**src/rtl/jtag_bscan_tap.sv**
```systemverilog
// JTAG test-access block: 1149.1 TAP controller, instruction register, bypass/IDCODE/USERCODE
// data registers and an N_IO-pin boundary-scan register with a registered update stage.
//
// state  | meaning
// TLR    | test-logic-reset, instruction forced to IDCODE
// RTI    | run-test/idle
// SEL_*  | select DR / IR scan column
// CAP_*  | parallel load of the selected shift register
// SH_*   | serial shift, TDO driven
// EX*/PAU| exit / pause, shift registers hold
// UPD_*  | transfer shift register to its update stage
module jtag_bscan_tap #(
  parameter int          IR_WIDTH     = 4,
  parameter int          N_IO         = 4,
  parameter logic [31:0] IDCODE_VAL   = 32'h1000_0001,
  parameter logic [31:0] USERCODE_VAL = 32'h0000_0000
) (
  input  logic                TCK,
  input  logic                TRST,
  input  logic                TMS,
  input  logic                TDI,
  output logic                TDO,
  output logic                TDO_EN,
  input  logic [N_IO-1:0]     PAD_IN,
  input  logic [N_IO-1:0]     CORE_OUT,
  output logic [N_IO-1:0]     PAD_OUT,
  output logic                PAD_OE,
  output logic [N_IO-1:0]     CORE_IN,
  output logic [IR_WIDTH-1:0] IR_ACTIVE,
  output logic [3:0]          TAP_STATE
);

  typedef enum logic [3:0] {
    TLR    = 4'd0,  RTI    = 4'd1,  SEL_DR = 4'd2,  CAP_DR = 4'd3,
    SH_DR  = 4'd4,  EX1_DR = 4'd5,  PAU_DR = 4'd6,  EX2_DR = 4'd7,
    UPD_DR = 4'd8,  SEL_IR = 4'd9,  CAP_IR = 4'd10, SH_IR  = 4'd11,
    EX1_IR = 4'd12, PAU_IR = 4'd13, EX2_IR = 4'd14, UPD_IR = 4'd15
  } tap_state_e;

  localparam int BSR_LEN = 2 * N_IO;

  localparam logic [IR_WIDTH-1:0] OP_SAMPLE   = IR_WIDTH'(1);
  localparam logic [IR_WIDTH-1:0] OP_EXTEST   = IR_WIDTH'(2);
  localparam logic [IR_WIDTH-1:0] OP_INTEST   = IR_WIDTH'(3);
  localparam logic [IR_WIDTH-1:0] OP_CLAMP    = IR_WIDTH'(5);
  localparam logic [IR_WIDTH-1:0] OP_IDCODE   = IR_WIDTH'(7);
  localparam logic [IR_WIDTH-1:0] OP_USERCODE = IR_WIDTH'(8);
  localparam logic [IR_WIDTH-1:0] OP_HIGHZ    = IR_WIDTH'(9);
  localparam logic [IR_WIDTH-1:0] IR_CAPTURE  = IR_WIDTH'(2'b01);

  tap_state_e          state_q, state_d;
  logic [IR_WIDTH-1:0] ir_shift_q, ir_shift_d;
  logic [IR_WIDTH-1:0] ir_active_q, ir_active_d;
  logic                bypass_q, bypass_d;
  logic [31:0]         id_q, id_d;
  logic [BSR_LEN-1:0]  bsr_shift_q, bsr_shift_d;
  logic [BSR_LEN-1:0]  bsr_upd_q, bsr_upd_d;

  logic sel_bsr, sel_id;

  // Anything outside the BSR and id opcodes falls back to the bypass bit.
  assign sel_bsr = (ir_active_q == OP_SAMPLE) || (ir_active_q == OP_EXTEST) ||
                   (ir_active_q == OP_INTEST);
  assign sel_id  = (ir_active_q == OP_IDCODE) || (ir_active_q == OP_USERCODE);

  always_comb begin
    state_d = state_q;
    case (state_q)
      TLR:     state_d = TMS ? TLR    : RTI;
      RTI:     state_d = TMS ? SEL_DR : RTI;
      SEL_DR:  state_d = TMS ? SEL_IR : CAP_DR;
      CAP_DR:  state_d = TMS ? EX1_DR : SH_DR;
      SH_DR:   state_d = TMS ? EX1_DR : SH_DR;
      EX1_DR:  state_d = TMS ? UPD_DR : PAU_DR;
      PAU_DR:  state_d = TMS ? EX2_DR : PAU_DR;
      EX2_DR:  state_d = TMS ? UPD_DR : SH_DR;
      UPD_DR:  state_d = TMS ? SEL_DR : RTI;
      SEL_IR:  state_d = TMS ? TLR    : CAP_IR;
      CAP_IR:  state_d = TMS ? EX1_IR : SH_IR;
      SH_IR:   state_d = TMS ? EX1_IR : SH_IR;
      EX1_IR:  state_d = TMS ? UPD_IR : PAU_IR;
      PAU_IR:  state_d = TMS ? EX2_IR : PAU_IR;
      EX2_IR:  state_d = TMS ? UPD_IR : SH_IR;
      UPD_IR:  state_d = TMS ? SEL_DR : RTI;
      default: state_d = TLR;
    endcase
  end

  always_comb begin
    ir_shift_d  = ir_shift_q;
    ir_active_d = ir_active_q;
    bypass_d    = bypass_q;
    id_d        = id_q;
    bsr_shift_d = bsr_shift_q;
    bsr_upd_d   = bsr_upd_q;
    case (state_q)
      CAP_IR: ir_shift_d = IR_CAPTURE;
      SH_IR:  ir_shift_d = {TDI, ir_shift_q[IR_WIDTH-1:1]};
      UPD_IR: ir_active_d = ir_shift_q;
      CAP_DR: begin
        if (sel_bsr)     bsr_shift_d = {CORE_OUT, PAD_IN};
        else if (sel_id) id_d = (ir_active_q == OP_USERCODE) ? USERCODE_VAL : IDCODE_VAL;
        else             bypass_d = 1'b0;
      end
      SH_DR: begin
        if (sel_bsr)     bsr_shift_d = {TDI, bsr_shift_q[BSR_LEN-1:1]};
        else if (sel_id) id_d = {TDI, id_q[31:1]};
        else             bypass_d = TDI;
      end
      UPD_DR: if (sel_bsr) bsr_upd_d = bsr_shift_q;
      default: ;
    endcase
    // Entering TLR by TMS alone must leave IDCODE active, same as a hard reset.
    if (state_d == TLR) ir_active_d = OP_IDCODE;
  end

  always_ff @(posedge TCK) begin
    if (TRST) begin
      state_q     <= TLR;
      ir_shift_q  <= '0;
      ir_active_q <= OP_IDCODE;
      bypass_q    <= 1'b0;
      id_q        <= '0;
      bsr_shift_q <= '0;
      bsr_upd_q   <= '0;
    end else begin
      state_q     <= state_d;
      ir_shift_q  <= ir_shift_d;
      ir_active_q <= ir_active_d;
      bypass_q    <= bypass_d;
      id_q        <= id_d;
      bsr_shift_q <= bsr_shift_d;
      bsr_upd_q   <= bsr_upd_d;
    end
  end

  always_comb begin
    TDO    = 1'b0;
    TDO_EN = 1'b0;
    if (state_q == SH_IR) begin
      TDO    = ir_shift_q[0];
      TDO_EN = 1'b1;
    end else if (state_q == SH_DR) begin
      TDO_EN = 1'b1;
      if (sel_bsr)     TDO = bsr_shift_q[0];
      else if (sel_id) TDO = id_q[0];
      else             TDO = bypass_q;
    end
  end

  assign PAD_OUT   = ((ir_active_q == OP_EXTEST) || (ir_active_q == OP_CLAMP)) ?
                     bsr_upd_q[BSR_LEN-1:N_IO] : CORE_OUT;
  assign CORE_IN   = (ir_active_q == OP_INTEST) ? bsr_upd_q[N_IO-1:0] : PAD_IN;
  assign PAD_OE    = (ir_active_q != OP_HIGHZ);
  assign IR_ACTIVE = ir_active_q;
  assign TAP_STATE = state_q;

endmodule

```
**config.mk**
```make
export PLATFORM = sky130hd
export DESIGN_NAME = jtag_bscan_tap
export DESIGN_NICKNAME = d
export VERILOG_FILES = /design/src/rtl/jtag_bscan_tap.sv
export SDC_FILE = /design/constraint.sdc
export NUM_CORES = 1
export LEC_CHECK = 0
export ABC_AREA = 1
export ABC_CLOCK_PERIOD_IN_PS = 1750
export BUFFER_PORTS_ARGS = -buffer_cell sky130_fd_sc_hd__buf_2
export CORE_MARGIN = 2
export CORE_UTILIZATION = 57
export CTS_BUF_LIST = sky130_fd_sc_hd__clkbuf_16
export DETAILED_ROUTE_END_ITERATION = 12
export PLACE_DENSITY = 0.89
export SYNTH_ARGS = -nofsm -noshare
export SYNTH_HDL_FRONTEND = slang
export SYNTH_SLANG_ARGS = --single-unit
```
**constraint.sdc**
```tcl
create_clock -name TCK -period 1.75 [get_ports TCK]
set_clock_uncertainty 0.1 [all_clocks]
set_input_delay 0.0875 -clock TCK [delete_from_list [all_inputs] [get_ports TCK]]
set_output_delay 0.0875 -clock TCK [all_outputs]
set_load 0.005 [all_outputs]
```
Word level (Yosys, flattened, before mapping)
Index checks and enable logic that the tools add are counted.
Storage, ports and cells
  register bits: 61
  input port bits: 12
  output and inout bits: 19
Operators by class
  equal/unequal tests: 30
  mux-type cells: 36
  reductions and logical operators: 16
Operators with widths (count)
  $mux W32: 4
  $pmux W32 S2: 1
  $pmux W4 S12: 1
  $eq A4 B4 Y1 const B: 9
  $mux W29: 1
  $eq A4 B3 Y1 const B: 6
  $mux W4: 6
  $eq A4 B2 Y1 const B: 4
  $mux W8: 2
  $ne A2 B2 Y1 const B: 8
  $pmux W8 S2: 1
  $mux W1: 13
  $reduce_and A5 Y1: 2
  $eq A4 B1 Y1 const B: 2
  $logic_not A4 Y1: 2
  $pmux W4 S2: 1
  $mux W2: 3
  $mux W3: 2
  $reduce_or A2 Y1: 3
  $logic_or A1 B1 Y1: 4
  $ne A4 B4 Y1 const B: 1
  $reduce_bool A2 Y1: 2
  $reduce_and A3 Y1: 1
  $reduce_or A3 Y1: 1
  other kinds (2): 2

Longest topological paths before layout
  depth in word-level cells: 6
  mapped depth: 10

Worst setup path after synthesis
No wires, ideal clock.
  path type: reg2reg
  from: reg state_q[2], in the netlist TAP_STATE[2]
  to: reg id_q[2]
  arrival: 1324 ps
  data required time: 1518 ps
  setup slack: 194 ps
  stages on the path, launching flop included: 11
  path buffers: 1
  cell sequence: dfxtp_1 inv_2 nor2_2 nand2_1 nand2_2 inv_2 nor2_4 nand2_1 buf_2 nand2_1 a21oi_1
On the way
  longest elaborated chain between the ends: 3
Ends and longest elaborated chain
  start: declaration: RTL line 51  | tap_state_e state_q, state_d;
  start signal: assignment: RTL line 127  | state_q <= state_d;
  $eq A4 B2 Y1 / $eq A4 B3 Y1 (equally long branches): RTL line 96  | case (state_q)
  $ne A2 B2 Y1 (no source line) / $reduce_bool A2 Y1 (equally long branches)
  $reduce_and A5 Y1 (no source line)
  end signal: assignment: RTL line 131  | id_q <= id_d;
  end: declaration: RTL line 55  | logic [31:0] id_q, id_d;
Several ways; a longest one is shown, not always the timed one.
A chain may end at the register's enable or synchronous reset.

Worst setup path after layout
  from: reg ir_active_q[3], in the netlist IR_ACTIVE[3]
  to: out TDO
On the way
  longest elaborated chain between the ends: 6
Ends and longest elaborated chain
  start: declaration: RTL line 53  | logic [IR_WIDTH-1:0] ir_active_q, ir_active_d;
  start signal: assignment: RTL line 129  | ir_active_q <= ir_active_d;
  $eq A4 B3 Y1 (tied with other cells): RTL line 64  | assign sel_id = (ir_active_q == OP_IDCODE) || (ir_active_q == OP_USERCODE);
  $logic_or A1 B1 Y1 (on tied branches): RTL line 64, 62
  $mux W1 / $logic_or A1 B1 Y1 (equally long branches): RTL line 146, 62
  $mux W1 (*): RTL line 145  | if (sel_bsr) TDO = bsr_shift_q[0];
  $mux W1 (*): RTL line 143  | end else if (state_q == SH_DR) begin
  $mux W1 (*): RTL line 140  | if (state_q == SH_IR) begin
  end: declaration: RTL line 22  | output logic TDO,
Mark *: on every way between the ends. The rest lies on a longest branch, timed or not.

==> results.txt <==
The clock slew at the register clock pins of the worst setup and hold paths works out to 0.06 ns. The worst reg2reg path endpoint is id_q[0]. After legalization and detailed placement, the total HPWL measured 4340 µm. In this run the worst path has a maximum fanout of 3.

The share of the clock period used by the worst path after layout is 117%. The logs give 63.2% for the relative slew slack and 0 for the diode insertion count for antenna repair. Worst reg2reg path startpoint: IR_ACTIVE[3]. Clock latency on the worst-skew pair, taken at its later pin, is 0.33 ns. Synthesis handed over a netlist of 382 instances. Max-cap violations in this run came to 0. The post-synthesis instance area was 0.00275 mm². The first global-routing pass estimated 13,000 µm of wire. The final reports fail on negative setup slack. For this run, design rule violations remaining after detail routing come to 0. Total clock buffers created by CTS: 9. CTS built an H-tree with a depth of 3.

The die is 73.5 µm wide. The power consumption came out at 3.32 mW. In the synthesized netlist the async set-or-reset flop fraction comes to 0%. The run gives -0.305 ns as the setup slack after layout. The cell depth of the worst flop-to-flop path was 10; the data arrival at the endpoint of the critical path was 1.87 ns.

In this run, the number of DRC markers left after iteration 0 of detailed routing was 392. The most instantiated flip-flop cell in the synthesis netlist is sky130_fd_sc_hd__dfxtp_1. The placer congestion estimate was 0.885. The slew at the pin closest to its max-slew limit came out at 0.552 ns. After detailed routing, the average wire length per cell comes to 18.6 µm.

Yosys mapped a number of flops with a built-in enable equal to 0. Synthesis instantiated 26 different standard cells from the library. The critical path is of the register to output port type. Sequential elements use 44.4% of the synthesized area.

Dividing total power by cell area gives a power density of 888 mW/mm². Cells fill 79.7% of the core in the end. For the overall overflow remaining after global route, the log shows 0.

The count of cells along the worst hold path came out at 3. The number of port buffers was 30. The Yosys step of the flow raised 0 warnings.

The run finished, with violations left. For the number of failing hold endpoints at the final stage, the log shows 0. STA classifies the critical path endpoint as an output port. For the overall routed net length, the log shows 9340 µm. The setup violation total in the final timing report is 19.

The worst ir drop on vdd is 1040 µV. The terminating pin of the worst hold path was TAP_STATE[3]. The die height is 73.5 µm. TritonCTS built the clock tree. In this run the deepest clock path goes through 2 buffers. The layout filler cell count was 250. The number of synthesized register bits was 61; the relative area change from synthesis to final layout was 36.0%. The startpoint identified for the worst hold timing path is TMS. The number of slew-limit violations in the final report is 0. The number of top-level pins came out at 31.

The maximum operating frequency was 0.487 GHz. The count of antenna-violating nets left after detailed routing came out at 0. Of the cells placed in the final design, the portion with a size suffix greater than 1 is 27.7%.

The run gives 0.00147 mm² as the area taken by multi-input logic gates. The placeable core area is 0.00469 mm². For the net count after synthesis, the log shows 394. The run gives 0.0263 ns as the worst setup timing slack at the placement stage.

The shortest period the worst path allows was 2.06 ns. The run gives 0 as the initial antenna violation count. The area of the die was 0.00540 mm²; the number of global-route vias before repair was 2,777. The floorplan has 25 rows. For the placed instance area, the log shows 0.00305 mm². The library cell used most frequently in the layout, excluding fill and tap cells, is sky130_fd_sc_hd__nand2_1. After routing the design area is 0.00374 mm². The worst setup path is launched from a register. Setup slack on the worst reg-to-reg path comes out at -0.11 ns. Each instance of the synthesized netlist takes up on average 7.20 µm². Entering global routing, the biggest net connects 34 pins. The area of all sequential standard cells was 0.00125 mm².

The top cell types in the final layout, fill and taps aside, are sky130_fd_sc_hd__nand2_1 (99), sky130_fd_sc_hd__dfxtp_1 (53), sky130_fd_sc_hd__a21oi_1 (37), sky130_fd_sc_hd__nand4_1 (32). Using the TritonRoute via totals, the vias-per-cell ratio works out to 6.34. Count of vias placed by the detailed router: 3,175. For the total iterations of the first detailed-routing run, the log shows 8.

In this run the clock root is driven by a sky130_fd_sc_hd__clkbuf_16. The overall track demand over capacity in global routing was 31.3%; the number of clock sinks was 61. STA puts the critical path data required time at 1.56 ns.

Setup repair after global routing could not meet its margin everywhere. The type of the tightest min-delay check is input port to register. The initial core utilization is 58.6%, and the number of nets at the end of the flow is 455. For this design the static power due to leakage is 1.62 nW.
## metal layers
| metal | GRT usage (%) | up-vias | part of all wire, % |
|---|---|---|---|
| li1 | - | 1420 | - |
| met1 | 37.4 | 1447 | 37 |
| met2 | 51.3 | 248 | 48 |
| met3 | 7.41 | 60 | 9.6 |
| met4 | 17.8 | 0 | 5.3 |
| met5 | 0 | - | 0 |
## worst max-delay path by stage
stage	start	to	slack [ns]
finish	IR_ACTIVE[3]	TDO	-0.31
global route	IR_ACTIVE[3]	TDO	-0.36
CTS	IR_ACTIVE[3]	PAD_OUT[3]	-0.07
detailed placement	TAP_STATE[3]	IR_ACTIVE[1]	0.03
global placement	TAP_STATE[3]	IR_ACTIVE[1]	0.08
floorplan	TAP_STATE[2]	id_q[2]	0.19
## synthesized netlist by cell type (all sizes together), types with 8 or more instances
library cell / n / area [µm²]
nand3: 15 / 75.1
mux2: 9 / 101
inv: 27 / 101
o21ai: 24 / 124
nor2: 34 / 140
a21oi: 40 / 204
clkbuf: 9 / 33.8
nand4: 32 / 200
dfxtp: 61 / 1220
buf: 11 / 60.1
nand2: 106 / 400
a31oi: 8 / 50.1
## power breakdown
group	leakage (nW)	switching [mW]	internal, mW	total [mW]
Clock	0.150	0.608	1.07	1.68
Combinational	0.980	0.141	0.0994	0.240
Sequential	0.494	0.0116	1.39	1.40
Total	1.62	0.760	2.56	3.32
## kinds of logic (layout without fill, tap and decap cells)
logic type	count (synthesis)	count (layout)	synth area share (%)
buffers and inverters	47	112	7.09
AND/OR/NAND/NOR	189	189	30.1
flip-flops	61	61	44.4
AO/OA/AOI/OAI	76	76	14.8
multiplexers	9	9	3.68
## per-stage QoR
step           cells  hold slack [ns]  TNS (ns)
5_1_grt          501           0.0379     -3.40
3_3_place_gp     465            0.258         0
2_1_floorplan    382            0.131         0
3_5_place_dp     465            0.269         0
4_1_cts          501           0.0151    -0.266
6_report         501           0.0224     -1.45
## cell type report
type,instances,share of cell area (%)
Clock buffer,9,6.02
Clock inverter,6,1.34
Inverter,27,3.04
Multi-Input combinational cell,274,39.3
Sequential cell,61,33.3
Tap cell,54,1.81
Timing Repair Buffer,70,15.2
## state kept, by name, indices dropped and copies added (netlist names)
name / cells
id_q: 32
bsr_shift_q: 8
bsr_upd_q: 8
IR_ACTIVE: 4
TAP_STATE: 4
ir_shift_q: 4
bypass_q: 1
## critical path, stage by stage (launching register included)
cell and delay (ns):
sky130_fd_sc_hd__dfxtp_4 0.36, sky130_fd_sc_hd__buf_6 0.10, sky130_fd_sc_hd__nand4_1 0.26, sky130_fd_sc_hd__o21ai_4 0.19
sky130_fd_sc_hd__inv_1 0.11, sky130_fd_sc_hd__a21oi_1 0.24, sky130_fd_sc_hd__o22ai_1 0.13, sky130_fd_sc_hd__buf_2 0.15
## timing repair
action / in CTS / in global routing
cloned: 1 / 0
gates resized for setup: 38 / 30
hold endpoints to repair: 13 / 0
buffers inserted: 10 / 1
pin swaps: 4 / 6
setup endpoints to repair: 10 / 49
hold buffers: 10 / 0
(Power assumes the default switching activity.)
